<file path="src/rtl/fpnew_iter_div_lane_pkg.sv">
// Shared definitions for the iterative radix-2 division lane.
// Latency: n/a (types, constants and a pure classification function only).
// Backpressure: n/a.
package fpnew_iter_div_lane_pkg;

  // Mantissa width of the single-precision divide core.
  localparam int unsigned DIV_DEFAULT_WIDTH = 24;

  // How a start request is handled: iterated, or answered in the start cycle.
  typedef enum logic [1:0] {
    CASE_NORMAL,
    CASE_INACTIVE,
    CASE_DIV_ZERO
  } div_case_e;

  // An inactive lane wins over a zero divisor: it must never raise div_zero.
  function automatic div_case_e classify_start(input logic lane_active,
                                               input logic divisor_zero);
    if (!lane_active) begin
      return CASE_INACTIVE;
    end
    if (divisor_zero) begin
      return CASE_DIV_ZERO;
    end
    return CASE_NORMAL;
  endfunction

endpackage

</file>
<file path="src/rtl/fpnew_iter_div_lane.sv">
// Unsigned WIDTH-bit restoring divider lane (quotient + remainder), one bit per cycle.
// Latency: WIDTH+1 cycles start-to-ready; inactive lane / zero divisor answer in the start cycle.
// Backpressure: none needed; results are held in DONE until the next start, ready_o is a level.
module fpnew_iter_div_lane
  import fpnew_iter_div_lane_pkg::*;
#(
  parameter int unsigned WIDTH = DIV_DEFAULT_WIDTH
) (
  input  logic             clk_i,
  input  logic             rst_ni,
  input  logic             start_i,
  input  logic             lane_active_i,
  input  logic [WIDTH-1:0] dividend_i,
  input  logic [WIDTH-1:0] divisor_i,
  input  logic             flush_i,
  output logic             ready_o,
  output logic [WIDTH-1:0] quotient_o,
  output logic [WIDTH-1:0] remainder_o,
  output logic             div_zero_o,
  output logic             busy_o
);

  localparam int unsigned CW = $clog2(WIDTH);

  typedef enum logic [1:0] {
    IDLE,
    RUN,
    DONE
  } state_e;

  state_e           state_q, state_d;
  logic [WIDTH:0]   rem_q, rem_d;    // partial remainder R
  logic [WIDTH-1:0] quo_q, quo_d;    // dividend shifting out, quotient shifting in
  logic [WIDTH-1:0] div_q, div_d;    // divisor D
  logic             dz_q, dz_d;
  logic [CW-1:0]    cnt_q, cnt_d;

  div_case_e        start_case;
  logic             start_ok;
  logic             fast_start;
  logic             norm_start;
  logic [WIDTH-1:0] fast_quo;
  logic [WIDTH-1:0] fast_rem;
  logic             fast_dz;

  logic [WIDTH:0]   step_t;
  logic [WIDTH:0]   step_diff;
  logic             step_ge;
  logic [WIDTH:0]   step_rem;
  logic [WIDTH-1:0] step_quo;

  // A start while iterating is ignored, so it must not disturb ready_o or the outputs either.
  assign start_case = classify_start(lane_active_i, divisor_i == '0);
  assign start_ok   = start_i && (state_q != RUN);
  assign fast_start = start_ok && (start_case != CASE_NORMAL);
  assign norm_start = start_ok && (start_case == CASE_NORMAL);

  // Result of a start that completes immediately (inactive lane or zero divisor).
  always_comb begin
    fast_quo = '0;
    fast_rem = '0;
    fast_dz  = 1'b0;
    if (start_case == CASE_DIV_ZERO) begin
      fast_quo = '1;
      fast_rem = dividend_i;
      fast_dz  = 1'b1;
    end
  end

  // One restoring step: shift the next dividend bit into R, subtract D if it fits.
  // R's top bit is never set after a legal step; if it were, T would exceed any D,
  // so it is folded into the compare rather than silently dropped.
  always_comb begin
    step_t    = {rem_q[WIDTH-1:0], quo_q[WIDTH-1]};
    step_diff = step_t - {1'b0, div_q};
    step_ge   = rem_q[WIDTH] || (step_t >= {1'b0, div_q});
    step_rem  = step_ge ? step_diff : step_t;
    step_quo  = {quo_q[WIDTH-2:0], step_ge};
  end

  // Next-state and datapath load/step selection; flush overrides everything and keeps the data.
  always_comb begin
    state_d = state_q;
    rem_d   = rem_q;
    quo_d   = quo_q;
    div_d   = div_q;
    dz_d    = dz_q;
    cnt_d   = cnt_q;

    unique case (state_q)
      IDLE, DONE: begin
        if (fast_start) begin
          state_d = DONE;
          quo_d   = fast_quo;
          rem_d   = {1'b0, fast_rem};
          dz_d    = fast_dz;
        end else if (norm_start) begin
          state_d = RUN;
          rem_d   = '0;
          quo_d   = dividend_i;
          div_d   = divisor_i;
          dz_d    = 1'b0;
          cnt_d   = CW'(WIDTH - 1);
        end
      end
      RUN: begin
        rem_d = step_rem;
        quo_d = step_quo;
        cnt_d = cnt_q - CW'(1);
        if (cnt_q == '0) begin
          state_d = DONE;
        end
      end
      default: begin
        state_d = IDLE;
      end
    endcase

    if (flush_i) begin
      state_d = IDLE;
      rem_d   = rem_q;
      quo_d   = quo_q;
      div_d   = div_q;
      dz_d    = dz_q;
      cnt_d   = cnt_q;
    end
  end

  // State and datapath registers.
  always_ff @(posedge clk_i or negedge rst_ni) begin
    if (!rst_ni) begin
      state_q <= IDLE;
      rem_q   <= '0;
      quo_q   <= '0;
      div_q   <= '0;
      dz_q    <= 1'b0;
      cnt_q   <= '0;
    end else begin
      state_q <= state_d;
      rem_q   <= rem_d;
      quo_q   <= quo_d;
      div_q   <= div_d;
      dz_q    <= dz_d;
      cnt_q   <= cnt_d;
    end
  end

  // Outputs: fast results bypass the registers; a normal start hides the old result at once.
  always_comb begin
    busy_o      = (state_q == RUN);
    ready_o     = (state_q != RUN);
    quotient_o  = quo_q;
    remainder_o = rem_q[WIDTH-1:0];
    div_zero_o  = dz_q;
    if (fast_start) begin
      ready_o     = 1'b1;
      quotient_o  = fast_quo;
      remainder_o = fast_rem;
      div_zero_o  = fast_dz;
    end else if (norm_start) begin
      ready_o = 1'b0;
    end
  end

`ifndef SYNTHESIS
  // The opgroup FSM never restarts a lane that is still iterating.
  assert property (@(posedge clk_i) disable iff (!rst_ni) !(start_i && state_q == RUN))
    else $error("fpnew_iter_div_lane: start_i asserted while iterating");
`endif

endmodule

</file>
<file path="config.mk">
export PLATFORM = sky130hd
export DESIGN_NAME = fpnew_iter_div_lane
export DESIGN_NICKNAME = d
export VERILOG_FILES = /design/src/rtl/fpnew_iter_div_lane_pkg.sv /design/src/rtl/fpnew_iter_div_lane.sv
export SDC_FILE = /design/constraint.sdc
export NUM_CORES = 1
export LEC_CHECK = 0
export BUFFER_PORTS_ARGS = -buffer_cell sky130_fd_sc_hd__buf_2
export CORE_ASPECT_RATIO = 0.7
export CORE_MARGIN = 3
export CORE_UTILIZATION = 57
export CTS_CLUSTER_SIZE = 30
export DETAILED_ROUTE_END_ITERATION = 12
export PLACE_DENSITY = 0.81
export SLEW_MARGIN = 0
export SYNTH_ARGS = -nofsm -noshare
export SYNTH_HDL_FRONTEND = slang
export SYNTH_SLANG_ARGS = --single-unit
</file>
<file path="constraint.sdc">
create_clock -name clk_i -period 2.8 [get_ports clk_i]
set_input_delay 0.42 -clock clk_i [delete_from_list [all_inputs] [get_ports clk_i]]
set_output_delay 0.42 -clock clk_i [all_outputs]
set_load 0.02 [all_outputs]
</file>
After elaboration in Yosys (flattened, before gate mapping)
Index checks and enable logic that the tools add are counted.
{ "word_totals": {"wordCells": 68, "input_bits": 53, "output_inout_bits": 51, "register_bits": 81} }
{ "classes": {"n_reduce_logical": 17, "n_bitwise": 2, "addsub": 2, "n_eq_ne": 9, "n_lt_le_gt_ge": 1, "muxes": 31} }
{ "op_table": {"columns": ["op", "count"], "rows": [
  ["two-way mux 24 bit", 6],
  ["two-way mux 25 bit", 3],
  ["one-hot mux 25 bit (2 select lines)", 1],
  ["one-hot mux 24 bit (2 select lines)", 1],
  ["greater-or-equal comparator 25 x 24 -> 1 bit", 1],
  ["subtractor 25 x 24 -> 25 bit", 1],
  ["zero test 24 bit", 1],
  ["two-way mux 2 bit", 8],
  ["two-way mux 5 bit", 2],
  ["one-hot mux 5 bit (2 select lines)", 1],
  ["two-way mux 1 bit", 8],
  ["AND reduction 4 bit", 2],
  ["AND reduction 3 bit", 2],
  ["nonzero test 2 bit", 3],
  ["zero test 5 bit", 1],
  ["subtractor 5 x 1 -> 5 bit (second input constant)", 1],
  ["equality test 2 bit (second input constant)", 2],
  ["zero test 2 bit", 2],
  ["inequality test 2 bit (second input constant)", 2],
  ["inequality test 4 bit (second input constant)", 1],
  ["one-hot mux 2 bit (2 select lines)", 1],
  ["logical AND 1 bit", 3],
  ["inequality test 3 x 2 -> 1 bit (second input constant)", 1],
  ["inequality test 3 bit (second input constant)", 1],
  ["other kinds (6)", 7]
]} }

Logic depth before layout (Yosys ltp)
Gate-level depths: netlist of run 1.
{ "logic_depth": {"word_depth": 11, "ltp_mapped": 13, "mapped_depth_nobuf": 11} }

Least setup slack after synthesis of run 1
No wires, ideal clock.
{ "synth_path": {"kind": "flip-flop to flip-flop", "start": "register rem_q[9]", "end": "register rem_q[14]", "stages_incl_launch_ff": 11, "synth_period_minus_slack_ns": 2.542, "arrival_time_ns": 2.420, "required_ns": 2.677, "n_path_buf": 1, "setup_slack_ns": 0.258, "setup_time_ns": 0.123, "path_cell_list": "dfrtp_1 ha_1 a21o_1 or3_4 o32ai_2 nor3b_2 a31o_1 buf_6 mux2_4 a221oi_2 nor2_1"} }
{ "synth_between": {"elab_chain_cells": 4, "elab_cells_between_ends": 5, "cone_classes": "add/sub: 1; order compare: 1; mux: 2; reduce/logical: 1"} }
{ "synth_rtl": {"columns": ["item", "line_no", "source"], "rows": [
  ["start: declaration", "fpnew_iter_div_lane.sv:32", "logic [WIDTH:0] rem_q, rem_d;"],
  ["start signal: assignment", "fpnew_iter_div_lane.sv:140", "rem_q <= rem_d;"],
  ["greater-or-equal comparator 25 x 24 -> 1 bit", "fpnew_iter_div_lane.sv:76", "step_ge = rem_q[WIDTH] || (step_t >= {1'b0, div_q});"],
  ["logical OR 1 bit", "fpnew_iter_div_lane.sv:76", null],
  ["two-way mux 25 bit (*)", "fpnew_iter_div_lane.sv:77", "step_rem = step_ge ? step_diff : step_t;"],
  ["one-hot mux 25 bit (2 select lines) (*)", "fpnew_iter_div_lane.sv:90", "unique case (state_q)"]
]} }
Every way passes the cells marked *; elsewhere a longest branch is shown, timed or not.
A chain may end at the register's enable or synchronous reset.

Worst setup path in the final report of run 1
{ "layout_path": {"start": "register div_q[22]", "end": "register rem_q[17]"} }
{ "layout_between": {"elab_chain_cells": 4} }
{ "layout_rtl": {"columns": ["item", "line_no", "source"], "rows": [
  ["start: declaration", "fpnew_iter_div_lane.sv:34", "logic [WIDTH-1:0] div_q, div_d;"],
  ["start signal: assignment", "fpnew_iter_div_lane.sv:142", "div_q <= div_d;"],
  ["greater-or-equal comparator 25 x 24 -> 1 bit", "fpnew_iter_div_lane.sv:76", null],
  ["logical OR 1 bit", "fpnew_iter_div_lane.sv:76", null],
  ["two-way mux 25 bit", "fpnew_iter_div_lane.sv:77", null],
  ["one-hot mux 25 bit (2 select lines)", "fpnew_iter_div_lane.sv:90", null]
]} }
No other way between the ends.

==> flow_metrics.py, run 1 <==
metrics = {
    "drt": {
        "ant_nets": 0,
        "via_count": 5680,
        "drc": 0,
        "firstDrtPassIters": 5,
        "drtIter0Drc": 507,
        "via_per_inst": 6.304,
        "totalWireLength_um": 17200,
        "wl_per_cell_um": 19.09,
    },
    "global_route": {
        "grt_start_max_net_pins": 82,
        "grt_pass1_vias": 5451,
        "grt_pass1_wl_um": 27470,
        "track_usage_pct": 29.29,
        "grt_antenna_before_repair": 0,
        "overflow": 0,
    },
    "critical_path": {
        "cp-start-kind": "register",
        "cp.arrival_ps": 2960,
        "crit_type": "register to register",
        "crit_start": "div_q[22]",
        "end_kind": "register",
        "ff2ff_path_depth": 12,
        "cp_data_required_time_ps": 3050,
        "reg2reg_to": "rem_q[17]",
        "regToRegSetupSlack_ps": 90,
        "endpoint": "rem_q[17]",
        "r2r_start": "div_q[22]",
        "cp_max_fo": 11,
    },
    "outcome": {
        "status": "completed",
    },
    "yosys": {
        "synth.avg_cell_area_um2": 8.741,
        "yosysTopAreaCellShare_pct": 35.40,
        "syn-num-nets": 735,
        "synth_async_sr_flop_share_pct": 100.0,
        "synthFlopType": "dfrtp_1",
        "postSynthCellCount": 655,
        "synth_area_leader_cell": "dfrtp_1",
        "ys_top_cells_by_area": "dfrtp_1 (35%), a21oi_1 (6.4%), ha_1 (5.7%)",
        "yosys_warnings": 0,
        "ys_types": 59,
        "synth_edf_count": 0,
        "synthesis.area_um2": 5725,
        "ys_seq_elements": 81,
        "ys_seq_area_share_pct": 35.40,
    },
    "placement": {
        "dpl-instance-area_um2": 6580,
        "portBuffers": 103,
        "dp_hpwl_um": 12210,
        "dp.cells": 879,
        "gp_congestion": 0.9731,
    },
    "clock_network": {
        "cts_root_buf": "clkbuf_16",
        "numCtsBuffers": 9,
        "clk-insertion-delay-late_ps": 340,
        "cts.clk_slew.worst_paths_ps": 60,
        "h-tree-depth": 3,
        "clockBufferDepth": 2,
        "cts.sinks": 81,
        "cts_tree": "built",
    },
    "final_layout": {
        "design_area_um2": 7102,
        "final_cells": 901,
        "fillCellCount": 692,
        "multiInputGateArea_um2": 3587,
        "nets": 852,
        "diodes": 0,
        "seqCellArea_um2": 2027,
        "areaGrowthSynthToFinish_pct": 24.04,
        "drive_gt1_share_pct": 29.60,
    },
    "sta": {
        "max_freq_mhz": 369.7,
        "worst_pin_slew_ps": 1075,
        "slew_violations": 0,
        "post-route-min-period_ps": 2705,
        "finalHoldViolations": 0,
        "fin_skew_ps": 6.408,
        "timing.final.crit_share_pct": 96.62,
        "max_slew_margin_pct": 28.37,
        "rsz0062_at_grt": "yes",
        "setup_viol": 0,
    },
    "floorplan": {
        "row_count": 29,
        "start_util_pct": 60.92,
        "dieArea_um2": 11300,
        "io_pins": 104,
        "die_w_um": 125.8,
        "core-area_um2": 9398,
        "die_h_um": 89.85,
    },
    "power_and_ir_drop": {
        "seqPwrFrac_pct": 25.2,
        "switchingPower_w": 0.002889,
        "p_int_w": 0.004014,
        "leakagePower_nw": 3.565,
        "powerDensity_nw_per_um2": 972.1,
        "power_w": 0.006903,
        "power_frac_comb_pct": 56.7,
        "vdd_drop_max_uv": 541.0,
        "p_clk_share_pct": 18.0,
        "switching_share_pct": 41.85,
    },
    "job": {
        "cap_viol_max_count": 0,
    },
    "min_path": {
        "min-delay-path-class": "input port to async pin",
    },
}
## power by group through the flow
| stage | clock, W | sequential [W] | combinational (W) |
|---|---|---|---|
| 2_1_floorplan | 0 | 0.00165 | 0.00259 |
| 3_3_place_gp | 0 | 0.00171 | 0.00347 |
| 3_5_place_dp | 0 | 0.00173 | 0.00355 |
| 4_1_cts | 0.00124 | 0.00172 | 0.00359 |
| 5_1_grt | 0.00130 | 0.00177 | 0.00423 |
| 6_report | 0.00125 | 0.00174 | 0.00392 |
## flip-flops by register name (all words and copies together), names as in the netlist
signal and flops:
dz_q 1, state_q 2, div_q 24, cnt_q 5
rem_q 25, quo_q 24
## per-layer routing
layer	track usage (%)	share of wire, %	vias up
met5	0	0	-
met4	6.964	1.8	0
met3	6.043	8.2	33
met2	47.33	48	279
met1	40.77	42	2739
li1	-	-	2629
## logic make-up (layout without fill, tap and decap cells)
family	after synthesis	after routing	synth area share, %
compound gates	239	239	28.61
xor+xnor	22	22	3.365
fa+ha+maj	27	27	6.031
buf+inv	71	193	5.004
flops	81	81	35.40
mux	37	37	7.474
simple gates	178	178	14.12
## worst max-delay path, stage by stage, from the launching register on
cell	delay [ps]
dfrtp_1	370
inv_1	110
ha_4	220
a21o_1	170
a2111o_1	460
a21oi_1	140
o21ai_1	100
a31o_1	230
buf_12	160
buf_4	160
buf_4	140
mux2i_1	110
a211oi_1	230
## stage by stage
stage	hold WS (ps)	setup TNS [ps]	setup WS, ps	utilization (%)
6_report	248.7	0	94.77	75.57
5_1_grt	322.4	-16.75	-9.024	75.57
4_1_cts	302.7	0	0.7936	73.31
3_5_place_dp	488.6	-131.5	-131.5	70.02
3_3_place_gp	479.9	-113.9	-113.9	70.02
2_1_floorplan	124.4	0	257.5	-
## placed cells by master, fill, tap and decap left out, types with 6 or more instances in the layout
| master | count |
|---|---|
| nor2_1 | 75 |
| a211oi_1 | 11 |
| o31ai_1 | 26 |
| ha_1 | 17 |
| nand2_1 | 46 |
| o22ai_1 | 6 |
| dfrtp_1 | 81 |
| buf_2 | 102 |
| xor2_1 | 8 |
| a22o_1 | 24 |
| nor3_1 | 7 |
| buf_4 | 40 |
| a21o_1 | 30 |
| nand2b_1 | 9 |
| mux2i_1 | 6 |
| o21a_1 | 7 |
| nand4_1 | 6 |
| inv_1 | 28 |
| a21oi_2 | 6 |
| ha_4 | 7 |
| xnor2_1 | 14 |
| clkbuf_16 | 9 |
| mux2_2 | 26 |
| o21ai_0 | 21 |
| a21oi_1 | 68 |
## worst min-delay path by stage
stage                      end  startpoint  slack [ps]  depth (start not counted)
detailed placement   rem_q[24]   rem_q[24]         490                          2
floorplan             cnt_q[0]      rst_ni         120                          0
CTS                 state_q[1]     flush_i         300                          2
global route        state_q[1]     flush_i         320                          2
finish               quo_q[17]      rst_ni         250                          1
global placement     rem_q[24]   rem_q[24]         480                          2
## repair_timing
item | CTS | global route
hold buffers | 0 | 0
buffers inserted | 0 | 6
setup endpoints to repair | 0 | 48
resized for setup | 0 | 30
endpoints found under the hold margin | 0 | 0
## cells in the mapped netlist (2+ instances only)
library cell,n
nand2_1,46
o22ai_1,6
nand2b_1,9
dfrtp_1,81
nor2b_1,5
a221oi_1,4
a22o_1,24
o21a_1,7
nor3_1,8
a31oi_1,5
mux2i_1,6
mux2_2,26
xnor2_1,14
xor2_1,8
a21boi_0,2
a22oi_1,3
nand3_1,6
mux2_4,5
a21oi_1,73
o31ai_1,26
ha_1,26
nor2_1,77
buf_1,3
a221oi_2,5
and3_1,3
a41oi_1,2
clkbuf_1,29
inv_1,29
or3_1,3
o211ai_1,4
and2_1,2
a2111o_1,2
a21o_1,31
o21ai_0,23
buf_2,7
a211oi_1,11
nor4_1,7
nand4_1,6
## cell type report
cell class,instances,area share [%]
inverters,30,1.586
flip-flops and latches,81,28.54
clock inverters,2,0.4933
multi-input cells,503,50.51
clock buffers,14,3.858
repair buffers,147,12.83
well taps,124,2.185
No activity file was read; power rests on OpenSTA's default activity.
==> run 2, diff against run 1 <==
--- a/config.mk
+++ b/config.mk
@@ -6,13 +6,16 @@
 export NUM_CORES = 1
 export LEC_CHECK = 0
 export BUFFER_PORTS_ARGS = -buffer_cell sky130_fd_sc_hd__buf_2
+export CAP_MARGIN = 20
 export CORE_ASPECT_RATIO = 0.7
 export CORE_MARGIN = 3
 export CORE_UTILIZATION = 57
 export CTS_CLUSTER_SIZE = 30
 export DETAILED_ROUTE_END_ITERATION = 12
+export GPL_TIMING_DRIVEN = 0
 export PLACE_DENSITY = 0.81
 export SLEW_MARGIN = 0
 export SYNTH_ARGS = -nofsm -noshare
 export SYNTH_HDL_FRONTEND = slang
 export SYNTH_SLANG_ARGS = --single-unit
+export TNS_END_PERCENT = 50
==> run 2 against run 1 <==
  * Non-clock buffer count is 8 higher
  * Core utilization up 0.69 points
  * Total power increased by 2.3%
  * The flow now finishes with violations (setup timing)
  * Critical path depth fell by 1
  * Largest power group unchanged
  * Clock skew is 2.2 ps higher
  * Critical endpoint is now rem_q[16]
==> flow_metrics.py, run 2 (synthesized netlist as in run 1, its figures left out) <==
metrics = {
    "drt": {
        "totalWireLength_um": 19050,
        "firstDrtPassIters": 5,
        "ant_nets": 0,
        "via_count": 5956,
        "wl_per_cell_um": 21.00,
        "drtIter0Drc": 643,
        "via_per_inst": 6.567,
        "drc": 0,
    },
    "clock_network": {
        "numCtsBuffers": 9,
        "cts.clk_slew.worst_paths_ps": 60,
        "cts_hold_buf": 0,
        "clk-insertion-delay-late_ps": 340,
        "cts.sinks": 81,
        "clockBufferDepth": 2,
        "cts_root_buf": "clkbuf_16",
        "h-tree-depth": 3,
        "cts_tree": "built",
    },
    "placement": {
        "portBuffers": 103,
        "gp_congestion": 0.9333,
        "dpl_worst_slack_ps": -589.2,
        "dp_hpwl_um": 13790,
    },
    "final_layout": {
        "largest_register_ffs": 25,
        "layout_commonest_cell": "buf_2",
        "areaGrowthSynthToFinish_pct": 25.17,
        "diodes": 0,
        "top_register": "rem_q",
        "layout_common_cells": "buf_2 (106), dfrtp_1 (77), nor2_1 (74)",
        "drive_gt1_share_pct": 29.76,
        "final_util_pct": 76.26,
        "largestRegisters": "rem_q: 25 flops, div_q: 24 flops, quo_q: 24 flops",
        "nets": 860,
    },
    "global_route": {
        "grt_start_max_net_pins": 42,
        "track_usage_pct": 31.34,
        "grt_pass1_wl_um": 28970,
        "top_usage_layer": "met2",
        "grt_pass1_vias": 5597,
        "met2_usage_pct": 47.33,
        "met1_usage_pct": 46.36,
        "overflow": 0,
        "grt_antenna_before_repair": 0,
        "use_met3_pct": 6.931,
    },
    "floorplan": {
        "start_util_pct": 60.92,
        "row_count": 29,
        "die_w_um": 125.8,
        "core-area_um2": 9398,
        "dieArea_um2": 11300,
        "die_h_um": 89.85,
        "io_pins": 104,
    },
    "job": {
        "cap_viol_max_count": 0,
    },
    "sta": {
        "max_slew_margin_pct": 53.13,
        "max_freq_mhz": 349.3,
        "post-route-min-period_ps": 2862,
        "fin_skew_ps": 8.633,
        "slew_violations": 0,
        "rsz0062_at_grt": "yes",
        "finalHoldViolations": 0,
        "worst_pin_slew_ps": 703.1,
        "worst_slack_ps": -62.48,
        "timing.final.crit_share_pct": 102.2,
        "tns_ps": -108.1,
        "whs_ps": 68.18,
        "setup_viol": 3,
    },
    "critical_path": {
        "cp-start-kind": "register",
        "end_kind": "register",
        "crit_type": "register to register",
        "cp.arrival_ps": 3060,
        "cp_data_required_time_ps": 3000,
        "cp_max_fo": 4,
    },
    "outcome": {
        "violations": "setup timing",
        "status": "finished with violations",
    },
    "power_and_ir_drop": {
        "vdd_drop_max_uv": 688.7,
        "leakagePower_nw": 3.527,
        "powerDensity_nw_per_um2": 985.6,
    },
    "min_path": {
        "min-delay-path-class": "input port to async pin",
    },
}
run 2: cell types whose count changed in the layout (fill, tap and decap cells not counted), moves of 4 or more:
cell	previous run	this run
buf_12	5	1
buf_2	102	106
buf_4	40	12
buf_6	0	5
clkbuf_1	2	21
clkbuf_2	0	6
clkbuf_4	0	4
dfrtp_1	81	77
dfrtp_2	0	4
run 2: critical path, cell delays in order, from the launching register on:
cell      delay, ps
dfrtp_2         470
inv_2            90
ha_4            150
fa_2            250
nor2b_4          60
o31a_1          360
o311ai_4        340
a21boi_1        120
o21a_1          200
or3_1           330
a221oi_2        260
o31ai_1          90
run 2: cell type report:
type                            instances  area [um^2]
Buffer                                 41        219.0
Clock buffer                           12        266.5
Clock inverter                          2        37.54
Fill cell                             668         2231
Inverter                               30        112.6
Multi-Input combinational cell        503         3727
Sequential cell                        81         2032
Tap cell                              124        155.1
Timing Repair Buffer                  114        616.8
run 2: power by group:
group	total, W	switching [W]	internal [W]	leakage (nW)
registers	0.00177	0.000306	0.00146	0.980
clock network	0.00123	0.000477	0.000755	0.147
logic	0.00406	0.00229	0.00178	2.40
run 2: metal layers:
layer / share of wire [%] / vias up
met3: 10 / 56
met5: 0 / -
met2: 44 / 392
met4: 2.7 / 0
met1: 42 / 2848
li1: - / 2660
run 2: worst paths after layout:
kind                               start  slack (ps)  depth (start not counted)        end
min reg2reg                     div_q[2]         500                          1   div_q[2]
max in group asynchronous         rst_ni        2100                          2   rem_q[1]
min                               rst_ni          70                          1  quo_q[19]
max                            quo_q[23]         -60                         11  rem_q[16]
max reg2reg                    quo_q[23]         -60                         11  rem_q[16]
min in group clk_i         divisor_i[17]         330                          2  div_q[17]
run 2: stage by stage:
step | instances | power (W) | cell area [um^2]
CTS | 897 | 0.006433 | 6804
global placement | 882 | 0.005029 | 6396
global route | 907 | 0.007429 | 7167
finish | 907 | 0.007064 | 7167
detailed placement | 883 | 0.005141 | 6419
floorplan | 655 | 0.004236 | 5725
run 2: repair_timing:
item,4_1_cts,5_1_grt
resized for setup,23,64
buffers inserted,0,10
pin swaps,0,16
endpoints found under the setup margin,68,74
==> run 3, diff against run 2 <==
--- a/config.mk
+++ b/config.mk
@@ -9,11 +9,10 @@
 export CAP_MARGIN = 20
 export CORE_ASPECT_RATIO = 0.7
 export CORE_MARGIN = 3
-export CORE_UTILIZATION = 57
+export CORE_UTILIZATION = 30
 export CTS_CLUSTER_SIZE = 30
 export DETAILED_ROUTE_END_ITERATION = 12
 export GPL_TIMING_DRIVEN = 0
-export PLACE_DENSITY = 0.81
 export SLEW_MARGIN = 0
 export SYNTH_ARGS = -nofsm -noshare
 export SYNTH_HDL_FRONTEND = slang
==> run 3 against run 2 <==
  * The run now ends clean
  * Via count decreased by 5.4%
  * Sequential power barely moved
  * Die area rose by 84%
  * First-iteration DRC count fell by 19%
  * Critical endpoint is now div_q[23]
  * Highest routed layer unchanged
==> flow_metrics.py, run 3 (synthesized netlist as in run 1, its figures left out) <==
metrics = {
    "power_and_ir_drop": {
        "seqPwrFrac_pct": 25.7,
        "power_w": 0.006842,
        "p_clk_share_pct": 20.3,
        "switchingPower_w": 0.002853,
        "switching_share_pct": 41.70,
        "powerDensity_nw_per_um2": 947.4,
        "leakagePower_nw": 3.532,
        "p_int_w": 0.003989,
        "vdd_drop_max_uv": 362.1,
        "power_frac_comb_pct": 54.0,
    },
    "global_route": {
        "grt_antenna_before_repair": 0,
        "grt_pass1_vias": 5300,
        "grt_start_max_net_pins": 53,
        "overflow": 0,
        "grt_pass1_wl_um": 29840,
        "track_usage_pct": 18.40,
    },
    "sta": {
        "timing.final.crit_share_pct": 98.24,
        "max_freq_mhz": 363.6,
        "slew_violations": 0,
        "rsz0062_at_grt": "yes",
        "finalHoldViolations": 0,
        "max_slew_margin_pct": 51.64,
        "worst_slack_ps": 49.38,
        "worst_pin_slew_ps": 725.5,
        "post-route-min-period_ps": 2751,
        "fin_skew_ps": 7.968,
        "setup_viol": 0,
    },
    "floorplan": {
        "die_h_um": 121.6,
        "io_pins": 104,
        "start_util_pct": 31.18,
        "core-area_um2": 18370,
        "row_count": 41,
        "dieArea_um2": 20810,
        "die_w_um": 171.1,
    },
    "clock_network": {
        "cts.sinks": 81,
        "cts.clk_slew.worst_paths_ps": 70,
        "clk-insertion-delay-late_ps": 350,
        "cts_tree": "built",
        "clockBufferDepth": 2,
        "numCtsBuffers": 9,
        "cts_hold_buf": 0,
        "h-tree-depth": 3,
        "cts_root_buf": "clkbuf_16",
    },
    "final_layout": {
        "nets": 860,
        "drive_gt1_share_pct": 28.06,
        "largest_register_ffs": 25,
        "top_register": "rem_q",
        "layout_commonest_cell": "buf_2",
        "final_util_pct": 39.32,
        "diodes": 0,
        "largestRegisters": "rem_q: 25 flops, div_q: 24 flops, quo_q: 24 flops",
        "layout_common_cells": "buf_2 (107), dfrtp_1 (80), nor2_1 (74)",
        "design_area_um2": 7222,
        "final_cells": 1020,
        "areaGrowthSynthToFinish_pct": 26.14,
    },
    "drt": {
        "totalWireLength_um": 19190,
        "ant_nets": 0,
        "via_per_inst": 5.526,
        "drc": 0,
        "firstDrtPassIters": 7,
        "wl_per_cell_um": 18.81,
        "via_count": 5637,
        "drtIter0Drc": 521,
    },
    "placement": {
        "gp_congestion": 0.9137,
        "portBuffers": 103,
        "dp.cells": 995,
        "dp_hpwl_um": 15100,
        "dpl-instance-area_um2": 6566,
        "dpl_worst_slack_ps": -784.5,
    },
    "job": {
        "cap_viol_max_count": 0,
    },
    "min_path": {
        "min-delay-path-class": "input port to async pin",
    },
    "critical_path": {
        "critPathMaxStageDelay_ps": 610,
        "cp_data_required_time_ps": 3030,
        "cp-start-kind": "register",
        "cp_max_fo": 10,
        "crit_type": "register to register",
        "end_kind": "register",
        "worstPathCellList": "nand2b_1, buf_1, a21oi_1, nand3_1, clkbuf_1, mux2_2",
        "cp.arrival_ps": 2980,
        "slowest_stage": "a21oi_1",
        "path_buf_inv": 2,
        "critPathTopFamily": "simple AND/OR/NAND/NOR gates",
    },
    "outcome": {
        "status": "completed",
    },
}
==> run 3: worst register-to-register path: cells and delay by family (launching register included) <==
family                 cells  cell delay, ps
AOI/OAI and AO/OA          1             610
buffers and inverters      2             590
DFF                        1             380
muxes                      1             340
and+or+nand+nor            2             710
==> run 3: stage by stage <==
step / setup TNS (ps) / hold WS, ps
detailed placement: -38790 / 391.2
floorplan: 0 / 124.4
CTS: 0 / 19.91
finish: 0 / 4.509
global placement: -35730 / 482.4
global route: -519.2 / 32.27
==> run 3: what timing repair did <==
action,4_1_cts,5_1_grt
pin swaps,1,12
hold endpoints to repair,0,0
buffers inserted,2,8
gates resized for setup,27,42
endpoints found under the setup margin,64,75
==> run 3: worst paths after layout <==
kind / from / to / slack [ps] / cells past startpoint
hold reg to reg: rem_q[24] / rem_q[24] / 490 / 2
max in group asynchronous: rst_ni / div_q[1] / 2170 / 2
min in group clk_i: flush_i / state_q[1] / 310 / 2
hold / removal: rst_ni / quo_q[22] / 5 / 1
setup reg to reg: state_q[1] / div_q[23] / 50 / 6
setup / recovery: state_q[1] / div_q[23] / 50 / 6
==> run 3: layout make-up <==
type	instances	area, um^2
Clock buffer	9	225.2
Sequential cell	81	2028
Fill cell	1904	11140
Buffer	41	225.2
Tap cell	236	295.3
Inverter	30	112.6
Multi-Input combinational cell	503	3600
Timing Repair Buffer	114	620.6
Clock inverter	6	115.1
==> run 3: power groups by stage <==
stage | Combinational (W) | Clock [W] | Sequential, W
2_1_floorplan | 0.00259 | 0 | 0.00165
5_1_grt | 0.00403 | 0.00146 | 0.00179
4_1_cts | 0.00343 | 0.00141 | 0.00174
3_3_place_gp | 0.00334 | 0 | 0.00176
3_5_place_dp | 0.00335 | 0 | 0.00176
6_report | 0.00370 | 0.00139 | 0.00176
==> run 3: metal layers <==
| metal | part of all wire (%) | GRT usage (%) | vias up |
|---|---|---|---|
| li1 | - | - | 2654 |
| met1 | 49 | 29.01 | 2751 |
| met2 | 41 | 25.96 | 220 |
| met3 | 8.4 | 3.795 | 12 |
| met4 | 0.73 | 3.116 | 0 |
| met5 | 0 | 0 | - |
